[config.mk]
export PLATFORM = sky130hd
export DESIGN_NAME = booth_mul_seq
export DESIGN_NICKNAME = d
export VERILOG_FILES = /design/src/rtl/mul_pkg.sv /design/src/rtl/adder_34.sv /design/src/rtl/booth_mul_seq.sv
export SDC_FILE = /design/constraint.sdc
export NUM_CORES = 1
export LEC_CHECK = 0
export BUFFER_PORTS_ARGS = -buffer_cell sky130_fd_sc_hd__buf_2
export CORE_MARGIN = 2
export CORE_UTILIZATION = 47
export CTS_CLUSTER_SIZE = 20
export DETAILED_ROUTE_END_ITERATION = 6
export GPL_ROUTABILITY_DRIVEN = 0
export GPL_TIMING_DRIVEN = 1
export HOLD_SLACK_MARGIN = 0.15
export PLACE_DENSITY = 0.8
export SLEW_MARGIN = 20
export SYNTH_ARGS = -nofsm -noshare
export SYNTH_HDL_FRONTEND = slang
export SYNTH_SLANG_ARGS = --single-unit
[constraint.sdc]
create_clock -name clk -period 18.4 [get_ports clk]
set_input_delay 3.68 -clock clk [delete_from_list [all_inputs] [get_ports clk]]
set_output_delay 3.68 -clock clk [all_outputs]
set_load 0.05 [all_outputs]
[src/rtl/mul_pkg.sv]
// Shared types and constants for the radix-4 Booth sequential multiplier.
package mul_pkg;

    localparam int WIDTH = 32;          // operand width; only 32 is supported
    localparam int ITERS = WIDTH / 2;   // one radix-4 digit per iteration
    localparam int ADD_W = WIDTH + 2;   // room for +/-2M on top of the partial product
    localparam int CNT_W = 4;           // enough to count ITERS iterations

    typedef enum logic [1:0] {
        IDLE = 2'd0,
        BUSY = 2'd1,
        DONE = 2'd2
    } state_t;

    typedef enum logic [2:0] {
        ZERO = 3'd0,
        P1   = 3'd1,
        P2   = 3'd2,
        M1   = 3'd3,
        M2   = 3'd4
    } booth_t;

    // Radix-4 Booth digit from {q[i+1], q[i], q[i-1]}.
    function automatic booth_t booth_decode(input logic [2:0] bits);
        booth_t d;
        case (bits)
            3'b001, 3'b010: d = P1;
            3'b011:         d = P2;
            3'b100:         d = M2;
            3'b101, 3'b110: d = M1;
            default:        d = ZERO;   // 000 and 111
        endcase
        return d;
    endfunction

endpackage

[src/rtl/adder_34.sv]
// Plain 34-bit ripple-carry adder: sum = a + b + cin.
module adder_34
    import mul_pkg::*;
(
    input  logic [ADD_W-1:0] i_a,
    input  logic [ADD_W-1:0] i_b,
    input  logic             i_cin,
    output logic [ADD_W-1:0] o_sum,
    output logic             o_cout,
    output logic             o_ovf
);

    // Bit-serial carry chain; signed overflow flags a sign flip with like-signed inputs.
    always_comb begin
        logic w_carry;
        w_carry = i_cin;
        o_sum   = '0;
        for (int i = 0; i < ADD_W; i++) begin
            o_sum[i] = i_a[i] ^ i_b[i] ^ w_carry;
            w_carry  = (i_a[i] & i_b[i]) | (w_carry & (i_a[i] ^ i_b[i]));
        end
        o_cout = w_carry;
        o_ovf  = (i_a[ADD_W-1] == i_b[ADD_W-1]) && (o_sum[ADD_W-1] != i_a[ADD_W-1]);
    end

endmodule

[src/rtl/booth_mul_seq.sv]
// Sequential signed 32x32 multiplier, radix-4 Booth, one digit per clock.
// start is taken only while ready=1 (IDLE or DONE); done is a one-cycle
// pulse coinciding with DONE, during which a new start is accepted with no bubble.
module booth_mul_seq
    import mul_pkg::*;
(
    input  logic               clk,
    input  logic               rst_n,
    input  logic               start,
    input  logic [WIDTH-1:0]   multiplicand,
    input  logic [WIDTH-1:0]   multiplier,
    output logic               ready,
    output logic               busy,
    output logic               done,
    output logic [2*WIDTH-1:0] product,
    output state_t             o_dbg_state
);

    state_t             r_state;
    state_t             w_next_state;
    logic [ADD_W-1:0]   r_hi;
    logic [WIDTH-1:0]   r_lo;
    logic               r_qm1;
    logic [CNT_W-1:0]   r_count;
    logic [WIDTH-1:0]   r_mcand;

    booth_t             w_digit;
    logic [ADD_W-1:0]   w_addend;
    logic               w_neg;
    logic [ADD_W-1:0]   w_b;
    logic [ADD_W-1:0]   w_sum;
    logic               w_cout;
    logic               w_ovf;
    logic               w_load;
    logic               w_last;

    // The sum provably stays in range, so carry-out and overflow are not consumed.
    wire w_unused = w_cout ^ w_ovf;

    assign w_load = start & ready;
    assign w_last = (r_count == CNT_W'(ITERS - 1));

    // State register.
    always_ff @(posedge clk or negedge rst_n) begin
        if (!rst_n) r_state <= IDLE;
        else        r_state <= w_next_state;
    end

    // Next-state logic.
    always_comb begin
        w_next_state = r_state;
        case (r_state)
            IDLE:    if (start) w_next_state = BUSY;
            BUSY:    if (w_last) w_next_state = DONE;
            DONE:    w_next_state = start ? BUSY : IDLE;
            default: w_next_state = IDLE;
        endcase
    end

    // Status outputs decoded from the state.
    always_comb begin
        ready       = (r_state == IDLE) || (r_state == DONE);
        busy        = (r_state == BUSY);
        done        = (r_state == DONE);
        o_dbg_state = r_state;
    end

    // Booth recode and addend select; negative digits add ~X with cin=1.
    always_comb begin
        w_digit  = booth_decode({r_lo[1], r_lo[0], r_qm1});
        w_addend = '0;
        w_neg    = 1'b0;
        case (w_digit)
            P1: w_addend = {{2{r_mcand[WIDTH-1]}}, r_mcand};
            P2: w_addend = {r_mcand[WIDTH-1], r_mcand, 1'b0};
            M1: begin
                w_addend = {{2{r_mcand[WIDTH-1]}}, r_mcand};
                w_neg    = 1'b1;
            end
            M2: begin
                w_addend = {r_mcand[WIDTH-1], r_mcand, 1'b0};
                w_neg    = 1'b1;
            end
            default: w_addend = '0;
        endcase
        w_b = w_neg ? ~w_addend : w_addend;
    end

    adder_34 u_adder (
        .i_a    (r_hi),
        .i_b    (w_b),
        .i_cin  (w_neg),
        .o_sum  (w_sum),
        .o_cout (w_cout),
        .o_ovf  (w_ovf)
    );

    // Operand load, per-iteration arithmetic shift by 2, and product capture.
    always_ff @(posedge clk or negedge rst_n) begin
        if (!rst_n) begin
            r_hi    <= '0;
            r_lo    <= '0;
            r_qm1   <= 1'b0;
            r_count <= '0;
            r_mcand <= '0;
            product <= '0;
        end else if (w_load) begin
            r_hi    <= '0;
            r_lo    <= multiplier;
            r_qm1   <= 1'b0;
            r_count <= '0;
            r_mcand <= multiplicand;
        end else if (r_state == BUSY) begin
            r_hi    <= {w_sum[ADD_W-1], w_sum[ADD_W-1], w_sum[ADD_W-1:2]};
            r_lo    <= {w_sum[1:0], r_lo[WIDTH-1:2]};
            r_qm1   <= r_lo[1];
            r_count <= r_count + 1'b1;
            if (w_last) product <= {w_sum[ADD_W-1:2], w_sum[1:0], r_lo[WIDTH-1:2]};
        end
    end

endmodule

After elaboration in Yosys (flattened, before gate mapping)
Index checks and enable logic that the tools add are counted.
- latch bits: 0
- output and inout port bits: 69
- RAM bits: 0
- bits in read-only memories: 0
- memories kept: 0
- logic and storage cells: 219
- input port bits: 67
- register bits after elaboration: 169
- multipliers: 0
- reduce and logical (&&, ||, !) cells: 10
- mux-type cells: 16
- div/mod/pow operators: 0
- bitwise gates (word level): 170
- add/sub/neg operators: 1
- magnitude comparators: 0
- eq/ne operators: 15
- shifts and indexed selects: 0
- operators with widths (operator ; count):
    2-to-1 mux 34 bit ; 3
    one-hot mux 34 bit (2 select lines) ; 1
    bitwise XOR 1 bit ; 68
    bitwise AND 1 bit ; 67
    2-to-1 mux 32 bit ; 2
    inverter 34 bit ; 1
    OR 1 bit ; 33
    == test 3 x 2 -> 1 bit, second input constant ; 4
    == test 3 bit, second input constant ; 4
    one-hot mux 3 bit (4 select lines) ; 1
    OR reduction 2 bit ; 5
    2-to-1 mux 4 bit ; 2
    == test 3 x 1 -> 1 bit, second input constant ; 2
    one-hot mux 2 bit (3 select lines) ; 1
    adder 4 x 1 -> 4 bit, second input constant ; 1
    == test 4 bit, second input constant ; 1
    2-to-1 mux 1 bit ; 4
    2-to-1 mux 2 bit ; 2
    AND reduction 3 bit ; 1
    == test 2 x 1 -> 1 bit, second input constant ; 1
    == test 2 bit, second input constant ; 1
    zero test 2 bit ; 1
    != test 2 x 1 -> 1 bit, second input constant ; 1
    != test 2 bit, second input constant ; 1
    4 further kinds ; 4

Logic depth before layout (Yosys ltp)
- word-level depth: 78
- mapped depth: 43
- mapped depth without buffers: 42

Hierarchy
A second synthesis with hierarchy kept.
- cells, all modules: 575
- area total of the unflattened synthesis: 7821.3 um^2
- by module, submodules not included (module ; area each (um^2) ; cells an instance ; times used ; seq. area each (um^2)):
    booth_mul_seq ; 7078.0 ; 528 ; 1 ; 4179.0
    adder_34 ; 743.2 ; 47 ; 1 ; 0.0

Worst setup path after synthesis
Ideal clock, no wire load.
- path type: register -> register
- start: register r_qm1
- end: register r_hi[30]
- slack: 4345 ps
- path buffers: 1
- data required time: 18317 ps
- setup time: 83 ps
- stages on the path, launching flop included: 43
- period minus slack after synthesis: 14055 ps
- arrival: 13973 ps
- cell sequence: dfrtp_1 > inv_1 > ha_1 > or3_1 > nand3_1 > o21ai_2 > buf_6 > mux2i_1 > fa_1 > inv_1 > fa_1 > fa_1 > fa_1 > fa_1 > fa_1 > fa_1 > fa_1 > fa_1 > [7 not listed] > fa_1 > fa_1 > fa_1 > fa_1 > fa_1 > fa_1 > fa_1 > fa_1 > fa_1 > fa_1 > fa_1 > fa_1 > fa_1 > fa_1 > inv_1 > fa_1 > fa_1 > o21ai_0
- word-level cells in the longest chain between the ends: 76
- elaborated cells between the ends (all ways): 152
- classes of those cells: 10 x eq/ne; 6 x mux; 131 x bitwise; 5 x reduce/logical
- ends and longest elaborated chain (what ; RTL line ; RTL):
    start: declaration ; booth_mul_seq.sv:23 ; logic r_qm1;
    start signal: assignment ; booth_mul_seq.sv:116 ; r_qm1 <= r_lo[1];
    == test 3 bit, or another cell as far along ; mul_pkg.sv:26 ; case (bits)
    OR reduction 2 bit ; mul_pkg.sv:26 ;
    one-hot mux 3 bit (4 select lines) * ; mul_pkg.sv:26 ;
    == test 3 bit, or another cell as far along ; booth_mul_seq.sv:73 ; case (w_digit)
    OR reduction 2 bit (no line) ; -- ;
    one-hot mux 34 bit (2 select lines) ; booth_mul_seq.sv:73 ;
    inverter 34 bit ; booth_mul_seq.sv:86 ; w_b = w_neg ? ~w_addend : w_addend;
    2-to-1 mux 34 bit ; booth_mul_seq.sv:86 ;
    [60 not listed] ; -- ;
    OR 1 bit ; adder_34.sv:20 ; w_carry = (i_a[i] & i_b[i]) | (w_carry & (i_a[i] ^ i_b[i]));
    bitwise AND 1 bit ; adder_34.sv:20 ;
    OR 1 bit ; adder_34.sv:20 ;
    bitwise AND 1 bit ; adder_34.sv:20 ;
    OR 1 bit ; adder_34.sv:20 ;
    bitwise XOR 1 bit * ; adder_34.sv:19 ; o_sum[i] = i_a[i] ^ i_b[i] ^ w_carry;
    2-to-1 mux 34 bit * ; booth_mul_seq.sv:113 ; end else if (r_state == BUSY) begin
    2-to-1 mux 34 bit * ; booth_mul_seq.sv:107 ; end else if (w_load) begin
    end signal: assignment ; booth_mul_seq.sv:114 ; r_hi <= {w_sum[ADD_W-1], w_sum[ADD_W-1], w_sum[ADD_W-1:2]};
    end: declaration ; booth_mul_seq.sv:21 ; logic [ADD_W-1:0] r_hi;
Every way passes the cells marked *; elsewhere a longest branch is shown, timed or not. The select of a mux whose other input is x is not followed.
A chain may end at the register's enable or synchronous reset.

Final worst setup path
Ends and elaborated chain as after synthesis.

==> impl_metrics.tcl <==
set metrics [dict create \
    status "finished clean" \
    avgRoutedWirePerCell_microns 16.0 \
    synth_top_area_share_pct 54.2 \
    syn_area_per_cell_sq_um 11.0 \
    stdcell_area_sq_um 9130 \
    ff_latch_area_sq_um 4180 \
    synth.distinct_cells 31 \
    setup-violations-final 0 \
    drt_iter0_drc 399 \
    fin_ws_ns 3.52 \
    yosysSeqAreaShare_pct 54.2 \
    worst-endpoint-arrival_ns 15.23 \
    rsz0062_at_grt "false" \
    start_util_pct 48.4 \
    critical_path.most_common_cell "fa_1" \
    critPathKind "flip-flop to flip-flop" \
    cts_resized 0 \
    cp-end-kind "flip-flop" \
    max-cap-violations 0 \
    postRouteAntennaNets 0 \
    yosys-top-cells-area "dfrtp_1, nand2_1, fa_1" \
    via_count 5425 \
    synth_area_sq_um 7720 \
    placed_area_sq_um 8520 \
    first_pass_iters 5 \
    rows 46 \
    hpwl_mm 10.8 \
    worstMarginPinSlew_ns 0.938 \
    dominantRegCellSynth "dfrtp_1" \
    drive_gt1_share_pct 25.8 \
    cts_root_buf "clkbuf_16" \
    cts_max_level 4 \
    vias_per_cell 5.20 \
    ioPinCount 136 \
    antenna_found_initial 0 \
    cts_made_buffers 17 \
    pre_cts_ws_ns 3.44 \
    cp_max_fo 34 \
    core_area_sq_um 15900 \
    finalHoldViolCount 0 \
    cts_tree "yes" \
    die_x_microns 132 \
    yosysTopAreaCell "dfrtp_1" \
    grt-ovfl-total 0 \
    whs_ns 0.465 \
    maxSlewViolCount 0 \
    n_fill_cell 1361 \
    grt_util_all_layers_pct 20.5 \
    area_growth_pct 18.3 \
    slowest_delay_ns 0.46 \
    netlist_instances 699 \
    route.detailed.drc 0 \
    grt_pass1_vias 5758 \
    hp-class "flip-flop to flip-flop" \
    critPathSlowestCell "buf_4" \
    insertion_delay_ns 0.43 \
    clockBufferDepth 2 \
    wl_mm 16.7 \
    die_h_microns 132 \
    port_buffers 135 \
    setup_tns_ns 0 \
    dieArea_sq_um 17500 \
    grt_pass1_wl_mm 28.5 \
    holdBufCountCts 0 \
    most-common-layout-cells "nand2_1, dfrtp_1, buf_2, a22oi_1, fa_1" \
    grt_max_degree 93 \
    crit_family "adder cells" \
    max_slew_margin_pct 37.5 \
    clk_pin_slew_ns 0.06 \
    synth-async-reset-ratio_pct 100 \
    yosys_warnings 0 \
    fmax_mhz 67.2 \
    post_cts_buffers 0 \
    start_kind "flip-flop" \
    cp.required_ns 18.75 \
    syn_nets 804 \
    final_nets 920 \
    insertedDiodeCount 0 \
    cts.sinks 167 \
    period_needed_ns 14.88 \
    crit_buf_inv 4 \
    final_common_cell "nand2_1" \
    period_share_pct 80.9 \
    ys_ff_latch 167 \
    synth_edf_count 0 \
    finClkSkew_ns 0.00818 \
    multi_input_area_sq_um 3290 \
]
cell type report:
class | instances | area share (%)
multi-input combinational | 477 | 36.1
clock buffer | 21 | 5.04
inverter | 9 | 0.384
clock inverter | 10 | 1.60
sequential | 167 | 45.8
timing repair buffer | 143 | 8.13
tap | 216 | 2.96
registers in the layout, indices dropped and copies added (netlist names):
signal       flops
r_qm1            1
r_mcand         32
o_dbg_state      2
product         64
r_lo            32
r_hi            32
r_count          4
kinds of logic (layout without fill, tap and decap cells):
logic type / count (synthesis) / after routing / synth area share (%)
and+or+nand+nor: 261 / 261 / 13.1
DFF: 167 / 167 / 54.2
AOI/OAI and AO/OA: 108 / 108 / 10.8
buffers and inverters: 55 / 183 / 3.44
adders and majority gates: 38 / 38 / 9.37
xor gates and xnor gates: 36 / 36 / 4.18
muxes: 34 / 34 / 4.93
synth_stat cells, types with 2 or more instances:
| cell | instances |
|---|---|
| o21ai_0 | 10 |
| mux2_2 | 32 |
| nand3_1 | 2 |
| clkbuf_1 | 16 |
| ha_1 | 5 |
| a22oi_1 | 61 |
| xnor2_1 | 29 |
| dfrtp_1 | 167 |
| a22o_1 | 32 |
| nand2_1 | 247 |
| xor2_1 | 6 |
| buf_2 | 26 |
| mux2i_1 | 2 |
| buf_6 | 3 |
| inv_1 | 8 |
| a221o_1 | 2 |
| fa_1 | 33 |
| nor2b_1 | 2 |
| nor2_1 | 4 |
per-stage QoR:
stage	std cells	utilization, %
2_1_floorplan	699	-
3_3_place_gp	1012	53.4
3_5_place_dp	1012	53.4
4_1_cts	1043	57.2
5_1_grt	1043	57.3
6_report	1043	57.3
routing by layer:
layer | wire length, microns | vias up | part of all wire (%) | track usage (%)
li1 | - | 2554 | - | -
met1 | 7300 | 2697 | 44 | 26.1
met2 | 8220 | 142 | 49 | 33.9
met3 | 709 | 32 | 4.2 | 4.34
met4 | 465 | 0 | 2.8 | 9.00
met5 | 0 | - | 0 | 0
path summary, 6_finish.rpt:
check | start | endpoint | slack, ns | depth (start not counted)
setup reg to reg | r_qm1 | r_hi[30] | 3.52 | 42
max in group asynchronous | rst_n | r_lo[20] | 13.65 | 2
hold / removal | product[39] | product[39] | 0.46 | 2
setup / recovery | r_qm1 | r_hi[30] | 3.52 | 42
min in group asynchronous | rst_n | r_mcand[31] | 3.30 | 1
hold reg to reg | product[39] | product[39] | 0.46 | 2
tightest hold or removal path, delay by kind of cell (launching register included):
family	cells	cell delay, ns
flip-flops	1	0.33
AND/OR/NAND/NOR	2	0.10
Power is left out: the tool's default activity adds up to more than one toggle a clock period on the data nets, which glitch-free logic cannot reach.
